### src/rtl/rom_port_arbiter_if.sv
// Memory-side bus of the ROM port arbiter: one request/ack handshake that
// carries either a download write or a core program-fetch read.
interface rom_port_arbiter_if #(
    parameter int unsigned AW = 18,
    parameter int unsigned DW = 8
);
    logic          mem_req;
    logic          mem_we;
    logic [AW-1:0] mem_addr;
    logic [DW-1:0] mem_wdata;
    logic [DW-1:0] mem_rdata;
    logic          mem_ack;

    modport master (
        output mem_req, mem_we, mem_addr, mem_wdata,
        input  mem_rdata, mem_ack
    );

    modport slave (
        input  mem_req, mem_we, mem_addr, mem_wdata,
        output mem_rdata, mem_ack
    );
endinterface

### src/rtl/rom_port_arbiter.sv
// Shares the game-ROM port between the HPS download stream (single-entry
// buffer, throttled by dl_wait) and williams2 reads; holds the core in reset until loaded.
module rom_port_arbiter #(
    parameter int unsigned   AW          = 18,
    parameter int unsigned   DW          = 8,
    parameter logic [AW-1:0] ROM_SIZE    = 18'h30000,
    parameter int unsigned   HOLD_CYCLES = 16
) (
    input  logic                clock_12,
    input  logic                reset_n,
    input  logic                dl_active,
    input  logic                dl_wr,
    input  logic [AW-1:0]       dl_addr,
    input  logic [DW-1:0]       dl_data,
    output logic                dl_wait,
    output logic                dl_overrun,
    output logic [AW:0]         dl_count,
    output logic                dl_done,
    input  logic                cpu_req,
    input  logic [AW-1:0]       cpu_addr,
    output logic [DW-1:0]       cpu_rdata,
    output logic                cpu_ack,
    output logic                core_reset,
    rom_port_arbiter_if.master  mem
);
    localparam int unsigned HCW       = (HOLD_CYCLES > 1) ? $clog2(HOLD_CYCLES) : 1;
    localparam logic [HCW-1:0] HOLD_LAST = HCW'(HOLD_CYCLES - 1);
    localparam logic [AW:0]    COUNT_MAX = {1'b1, {AW{1'b0}}};

    typedef enum logic [2:0] {
        S_IDLE,
        S_WR,
        S_RD,
        S_ACK,
        S_HOLD
    } state_t;

    state_t         state, state_n;
    logic [AW-1:0]  buf_addr;
    logic [DW-1:0]  buf_data;
    logic           buf_valid;
    logic           dl_active_q;
    logic           seen_active;
    logic           rom_loaded;
    logic [HCW-1:0] hold_cnt;
    logic           mem_req_q;
    logic           mem_we_q;
    logic [AW-1:0]  mem_addr_q;
    logic [DW-1:0]  mem_wdata_q;

    logic dl_rise;
    logic dl_finished;
    logic hold_term;
    logic wr_done;
    logic rd_done;

    assign dl_rise     = dl_active & ~dl_active_q;
    assign dl_finished = ~dl_active & seen_active & ~buf_valid;
    assign hold_term   = (state == S_HOLD) && (hold_cnt == HOLD_LAST);
    assign wr_done     = (state == S_WR) && mem.mem_ack;
    assign rd_done     = (state == S_RD) && mem.mem_ack;

    assign dl_wait       = buf_valid;
    assign cpu_ack       = (state == S_ACK);
    assign mem.mem_req   = mem_req_q;
    assign mem.mem_we    = mem_we_q;
    assign mem.mem_addr  = mem_addr_q;
    assign mem.mem_wdata = mem_wdata_q;

    // NOTE: every output of this block gets a default first, so no branch can infer a latch.
    always_comb begin
        state_n = state;
        unique case (state)
            S_IDLE: begin
                if (buf_valid)
                    state_n = S_WR;
                else if (cpu_req && !core_reset && !cpu_ack)
                    state_n = S_RD;
                else if (!rom_loaded && dl_finished)
                    state_n = S_HOLD;
            end
            S_WR:   if (mem.mem_ack) state_n = S_IDLE;
            S_RD:   if (mem.mem_ack) state_n = S_ACK;
            S_ACK:  state_n = S_IDLE;
            S_HOLD: if (dl_rise || hold_term) state_n = S_IDLE;
            default: state_n = S_IDLE;
        endcase
    end

    // NOTE: non-blocking assignments so every flop updates from pre-edge values.
    always_ff @(posedge clock_12 or negedge reset_n) begin
        if (!reset_n) begin
            state       <= S_IDLE;
            hold_cnt    <= '0;
            mem_req_q   <= 1'b0;
            mem_we_q    <= 1'b0;
            mem_addr_q  <= '0;
            mem_wdata_q <= '0;
            cpu_rdata   <= '0;
        end else begin
            state    <= state_n;
            hold_cnt <= (state == S_HOLD) ? hold_cnt + HCW'(1) : '0;

            // Address/data are loaded only on entry so they stay frozen while mem_req is high.
            mem_req_q <= (state_n == S_WR) || (state_n == S_RD);
            mem_we_q  <= (state_n == S_WR);
            if (state == S_IDLE && state_n == S_WR) begin
                mem_addr_q  <= buf_addr;
                mem_wdata_q <= buf_data;
            end else if (state == S_IDLE && state_n == S_RD) begin
                mem_addr_q  <= cpu_addr;
            end

            if (rd_done)
                cpu_rdata <= mem.mem_rdata;
        end
    end

    // NOTE: the buffer entry is reset with everything else so mem_* never shows stale X after reset.
    always_ff @(posedge clock_12 or negedge reset_n) begin
        if (!reset_n) begin
            buf_valid  <= 1'b0;
            buf_addr   <= '0;
            buf_data   <= '0;
            dl_overrun <= 1'b0;
            dl_count   <= '0;
        end else begin
            if (dl_wr) begin
                if (buf_valid) begin
                    dl_overrun <= 1'b1;
                end else if (dl_addr < ROM_SIZE) begin
                    buf_valid <= 1'b1;
                    buf_addr  <= dl_addr;
                    buf_data  <= dl_data;
                end
            end
            if (wr_done) begin
                buf_valid <= 1'b0;
                if (dl_count != COUNT_MAX)
                    dl_count <= dl_count + (AW+1)'(1);
            end
            // A new download restarts the statistics; placed last so it wins.
            if (dl_rise) begin
                dl_overrun <= 1'b0;
                dl_count   <= '0;
            end
        end
    end

    always_ff @(posedge clock_12 or negedge reset_n) begin
        if (!reset_n) begin
            dl_active_q <= 1'b0;
            seen_active <= 1'b0;
            rom_loaded  <= 1'b0;
            core_reset  <= 1'b1;
            dl_done     <= 1'b0;
        end else begin
            dl_active_q <= dl_active;
            dl_done     <= 1'b0;
            if (dl_active)
                seen_active <= 1'b1;
            if (dl_rise) begin
                core_reset <= 1'b1;
                rom_loaded <= 1'b0;
            end else if (hold_term) begin
                core_reset <= 1'b0;
                rom_loaded <= 1'b1;
                dl_done    <= 1'b1;
            end
        end
    end
endmodule
### src/flat_wrapper.sv
// flat-port wrapper written by rule: the top's interface ports become plain ports
module rom_port_arbiter_flat 
#(
    parameter int unsigned   AW          = 18,
    parameter int unsigned   DW          = 8,
    parameter logic [AW-1:0] ROM_SIZE    = 18'h30000,
    parameter int unsigned   HOLD_CYCLES = 16
)
  (clock_12, reset_n, dl_active, dl_wr, dl_addr, dl_data, dl_wait, dl_overrun, dl_count, dl_done, cpu_req, cpu_addr, cpu_rdata, cpu_ack, core_reset, mem_mem_req, mem_mem_we, mem_mem_addr, mem_mem_wdata, mem_mem_rdata, mem_mem_ack);
  rom_port_arbiter_if #(.AW(AW), .DW(DW)) mem_i ();
  input  logic clock_12;
  input  logic reset_n;
  input  logic dl_active;
  input  logic dl_wr;
  input  logic [AW-1:0] dl_addr;
  input  logic [DW-1:0] dl_data;
  output logic dl_wait;
  output logic dl_overrun;
  output logic [AW:0] dl_count;
  output logic dl_done;
  input  logic cpu_req;
  input  logic [AW-1:0] cpu_addr;
  output logic [DW-1:0] cpu_rdata;
  output logic cpu_ack;
  output logic core_reset;
  output wire logic [$bits(mem_i.mem_req)-1:0] mem_mem_req;
  output wire logic [$bits(mem_i.mem_we)-1:0] mem_mem_we;
  output wire logic [$bits(mem_i.mem_addr)-1:0] mem_mem_addr;
  output wire logic [$bits(mem_i.mem_wdata)-1:0] mem_mem_wdata;
  input wire logic [$bits(mem_i.mem_rdata)-1:0] mem_mem_rdata;
  input wire logic [$bits(mem_i.mem_ack)-1:0] mem_mem_ack;
  assign mem_mem_req = mem_i.mem_req;
  assign mem_mem_we = mem_i.mem_we;
  assign mem_mem_addr = mem_i.mem_addr;
  assign mem_mem_wdata = mem_i.mem_wdata;
  assign mem_i.mem_rdata = mem_mem_rdata;
  assign mem_i.mem_ack = mem_mem_ack;
  rom_port_arbiter #(.AW(AW), .DW(DW), .ROM_SIZE(ROM_SIZE), .HOLD_CYCLES(HOLD_CYCLES)) u_core (.clock_12(clock_12), .reset_n(reset_n), .dl_active(dl_active), .dl_wr(dl_wr), .dl_addr(dl_addr), .dl_data(dl_data), .dl_wait(dl_wait), .dl_overrun(dl_overrun), .dl_count(dl_count), .dl_done(dl_done), .cpu_req(cpu_req), .cpu_addr(cpu_addr), .cpu_rdata(cpu_rdata), .cpu_ack(cpu_ack), .core_reset(core_reset), .mem(mem_i));
endmodule
### config.mk
export PLATFORM = sky130hd
export DESIGN_NAME = rom_port_arbiter_flat
export DESIGN_NICKNAME = d
export VERILOG_FILES = /design/src/rtl/rom_port_arbiter_if.sv /design/src/rtl/rom_port_arbiter.sv /design/src/flat_wrapper.sv
export SDC_FILE = /design/constraint.sdc
export NUM_CORES = 1
export LEC_CHECK = 0
export BUFFER_PORTS_ARGS = -buffer_cell sky130_fd_sc_hd__buf_2
export CORE_ASPECT_RATIO = 1.1
export CORE_MARGIN = 2
export CORE_UTILIZATION = 52
export CTS_BUF_LIST = sky130_fd_sc_hd__clkbuf_8 sky130_fd_sc_hd__clkbuf_16
export CTS_CLUSTER_SIZE = 40
export DETAILED_ROUTE_END_ITERATION = 8
export PLACE_DENSITY = 0.8
export SLEW_MARGIN = 20
export SYNTH_ARGS = -nofsm -noshare
export SYNTH_HDL_FRONTEND = slang
export SYNTH_SLANG_ARGS = --single-unit
### constraint.sdc
create_clock -name clock_12 -period 2.2 [get_ports clock_12]
set_input_delay 0.66 -clock clock_12 [delete_from_list [all_inputs] [get_ports clock_12]]
set_output_delay 0.66 -clock clock_12 [all_outputs]
set_load 0.02 [all_outputs]
==> impl_metrics.csv <==
group,metric,value,unit
outcome,run_status,"complete, no violations",
drt,drtPass1Iterations,4,
logic_synthesis,synth_edf_count,0,
floorplan,die_h,96.7,µm
worst_setup_path,crit_type,"reg -> out",
cts,path_clk_slew,0.08,ns
logic_synthesis,synthCells,341,
drt,wl,8.68,mm
power,ir_drop,0.631,mV
global_route,grt_pass1_wl,14.3,mm
timing,hold_viol_final,0,
drt,drt_iter0_drc,147,
floorplan,ios,118,
timing,worstMarginPinSlew,0.457,ns
logic_synthesis,mappedNetlistNets,402,
placement,port_buffers,117,
worst_setup_path,setup.worst_path.start_class,"register",
cts,clk_latency,0.35,ns
cts,numCtsBuffers,9,
floorplan,die_area,0.00853,mm²
logic_synthesis,netlist_area,0.00406,mm²
worst_setup_path,crit_start,"u_core.state[2]$_DFF_PN0_",
global_route,grt_start_max_net_pins,46,
cts,clockBufferDepth,2,
worst_setup_path,path_max_fanout,11,
layout,nNetsFinal,523,
logic_synthesis,yosysSeqAreaShare,0.586,
global_route,antenna_found_initial,0,
placement,dp_hpwl,5.99,mm
worst_setup_path,crit_slowest_cell,"dfrtp_1",
floorplan,initial_core_util,0.540,
drt,num_vias,3057,
cts,clockRootBuffer,"clkbuf_8",
placement,gp_congestion,0.825,
global_route,track_usage,0.210,
logic_synthesis,synth_flop_cell,"dfrtp_1",
power,power.share.clock,0.190,
cts,postCtsHoldBufs,0,
global_route,grt_overflow,0,
floorplan,die_width,88.3,µm
layout,layout_common_cells,"buf_2, dfrtp_1, mux2_2, nand2_1, nor2_1",
cts,tritoncts,"done",
worst_setup_path,cp.required,1.54,ns
logic_synthesis,synth_cell_type_count,45,
cts,post_cts_resized,0,
layout,fillCellCount,611,
drt,wl_per_cell,15.2,µm
job,max-cap-violations,0,
placement,dp_cells,556,
power,p_per_area,1230,mW/mm²
timing,fin_ws,0.290,ns
logic_synthesis,ys_ff_latch,95,
power,comb_power_share,0.369,
logic_synthesis,ys_async_sr_fraction,1.00,
worst_setup_path,cpLargestDelayFamily,"flip-flops",
timing,fin_skew,0.00902,ns
worst_setup_path,worstPathArrival,1.25,ns
cts,clock_sinks,95,
power,switching_power,2.25,mW
cts,post_cts_buffers,0,
cts,h-tree-depth,3,
layout,layout-drive-gt1-share,0.422,
power,switching_share,0.365,
drt,ant_nets,0,
min_path,holdCritPathClass,"in -> async",
timing,fin_tns_setup,0,ns
worst_setup_path,path_cells,"and3b_1, buf_2",
layout,layout_commonest_cell,"buf_2",
logic_synthesis,syn_avg_cell_area,11.9,µm²
layout,antenna_cells,0,
layout,synthToLayoutAreaGrowth,23.4,%
timing,finalCriticalPeriod,1.91,ns
worst_setup_path,crit_buf_inv,1,
drt,drc,0,
layout,fin_cells,572,
drt,viasPerCell,5.34,
power,p_leak,2.43,nW
floorplan,rows,33,
timing,slew_violations,0,
power,seqPwrFrac,0.441,
logic_synthesis,yosysWarnings,0,
power,intPower,3.91,mW
timing,fmax,524,MHz
timing,finalCritPeriodShare,0.868,
floorplan,core,0.00751,mm²
placement,pre_cts_ws,0.199,ns
timing,rsz0062_at_grt,"false",
worst_setup_path,end_kind,"output port",
timing,slew_headroom,0.696,
worst_setup_path,r2r-start,"u_core.dl_count[0]$_DFFE_PN0P_",
timing,setup_viol,0,
global_route,grt_pass1_vias,2975,
worst_setup_path,slowest_delay,0.50,ns
[cell type report]
| class | instances | area (µm²) | area share |
|---|---|---|---|
| clock buffer | 11 | 151 | 0.0302 |
| sequential | 95 | 2380 | 0.475 |
| timing repair buffer | 126 | 681 | 0.136 |
| clock inverter | 5 | 57.6 | 0.0115 |
| tap | 105 | 131 | 0.0262 |
| inverter | 8 | 30.0 | 0.00599 |
| multi-input combinational | 222 | 1580 | 0.315 |
[worst register-to-register path, cell delays in order, from the launching register on]
cell and delay [ns]:
dfrtp_1 0.46, inv_1 0.10, ha_1 0.21, nor4b_1 0.14, nand4_1 0.12, o21ai_2 0.12
or4_1 0.51, a21oi_1 0.14
[flip-flops by register name, indices dropped and copies added (netlist names)]
signal                count
u_core.dl_count          19
u_core.mem.mem_we         1
u_core.hold_cnt           4
u_core.buf_addr          18
u_core.state              3
u_core.cpu_rdata          8
u_core.mem.mem_addr      18
u_core.dl_overrun         1
u_core.seen_active        1
u_core.dl_done            1
u_core.mem.mem_wdata      8
u_core.mem.mem_req        1
u_core.core_reset         1
u_core.rom_loaded         1
u_core.dl_wait            1
u_core.dl_active_q        1
u_core.buf_data           8
[per-stage QoR]
| step | util | power, mW | hold WS [ns] | instance area (µm²) |
|---|---|---|---|---|
| finish | 0.667 | 6.15 | 0.257 | 5010 |
| global route | 0.667 | 6.60 | 0.273 | 5010 |
| CTS | 0.667 | 6.22 | 0.254 | 5010 |
| detailed placement | 0.639 | 5.04 | 0.454 | 4800 |
| global placement | 0.639 | 4.94 | 0.448 | 4800 |
| floorplan | - | 4.29 | 0.364 | 4060 |
[per-layer routing]
layer | wire length, µm | up-vias | track usage
li1 | - | 1441 | -
met5 | 0 | - | 0
met1 | 3890 | 1486 | 0.291
met2 | 4010 | 118 | 0.331
met4 | 122 | 0 | 0.0559
met3 | 653 | 12 | 0.0495
[cells in the mapped netlist, drive strengths merged (2+ instances only)]
cell,number,share of area
dfrtp,94,0.58
mux2,42,0.12
nand2,29,0.027
nor2,27,0.025
o21ai,21,0.027
o22ai,18,0.028
nand3,12,0.018
buf,9,0.012
inv,8,0.0074
xnor2,8,0.017
xor2,8,0.017
clkbuf,7,0.0065
nor3,7,0.011
nand4,6,0.017
nor4,6,0.014
a21oi,5,0.0062
nand2b,5,0.0077
and3,3,0.0046
ha,3,0.0092
or3,3,0.0059
or4,3,0.0055
nor2b,2,0.0031
o31ai,2,0.0037
[path summary, 6_finish.rpt]
path | endpoint | slack, ns | cells past startpoint
max | cpu_ack | 0.29 | 2
min | u_core.cpu_rdata[0]$_DFFE_PN0P_ | 0.26 | 1
max reg2reg | u_core.dl_count[7]$_DFFE_PN0P_ | 0.33 | 7
min reg2reg | u_core.hold_cnt[0]$_DFF_PN0_ | 0.47 | 1
max in group asynchronous | u_core.buf_addr[16]$_DFFE_PN0P_ | 1.36 | 2
min in group clock_12 | u_core.dl_active_q$_DFF_PN0_ | 0.46 | 1
[power by group through the flow]
| stage | registers, mW | logic [mW] | clock network, mW |
|---|---|---|---|
| detailed placement | 2.75 | 2.29 | 0 |
| floorplan | 3.06 | 1.23 | 0 |
| global placement | 2.71 | 2.23 | 0 |
| CTS | 2.71 | 2.30 | 1.21 |
| global route | 2.79 | 2.52 | 1.28 |
| finish | 2.71 | 2.27 | 1.17 |
[cells by family after synthesis]
kind of cell / count (synthesis) / synth area share
and+or+nand+nor: 110 / 0.154
buffers and inverters: 24 / 0.0256
muxes: 43 / 0.119
DFF: 95 / 0.586
AOI/OAI and AO/OA: 50 / 0.0718
adders and majority gates: 3 / 0.00925
xor gates and xnor gates: 16 / 0.0345
(Power assumes the default switching activity.)
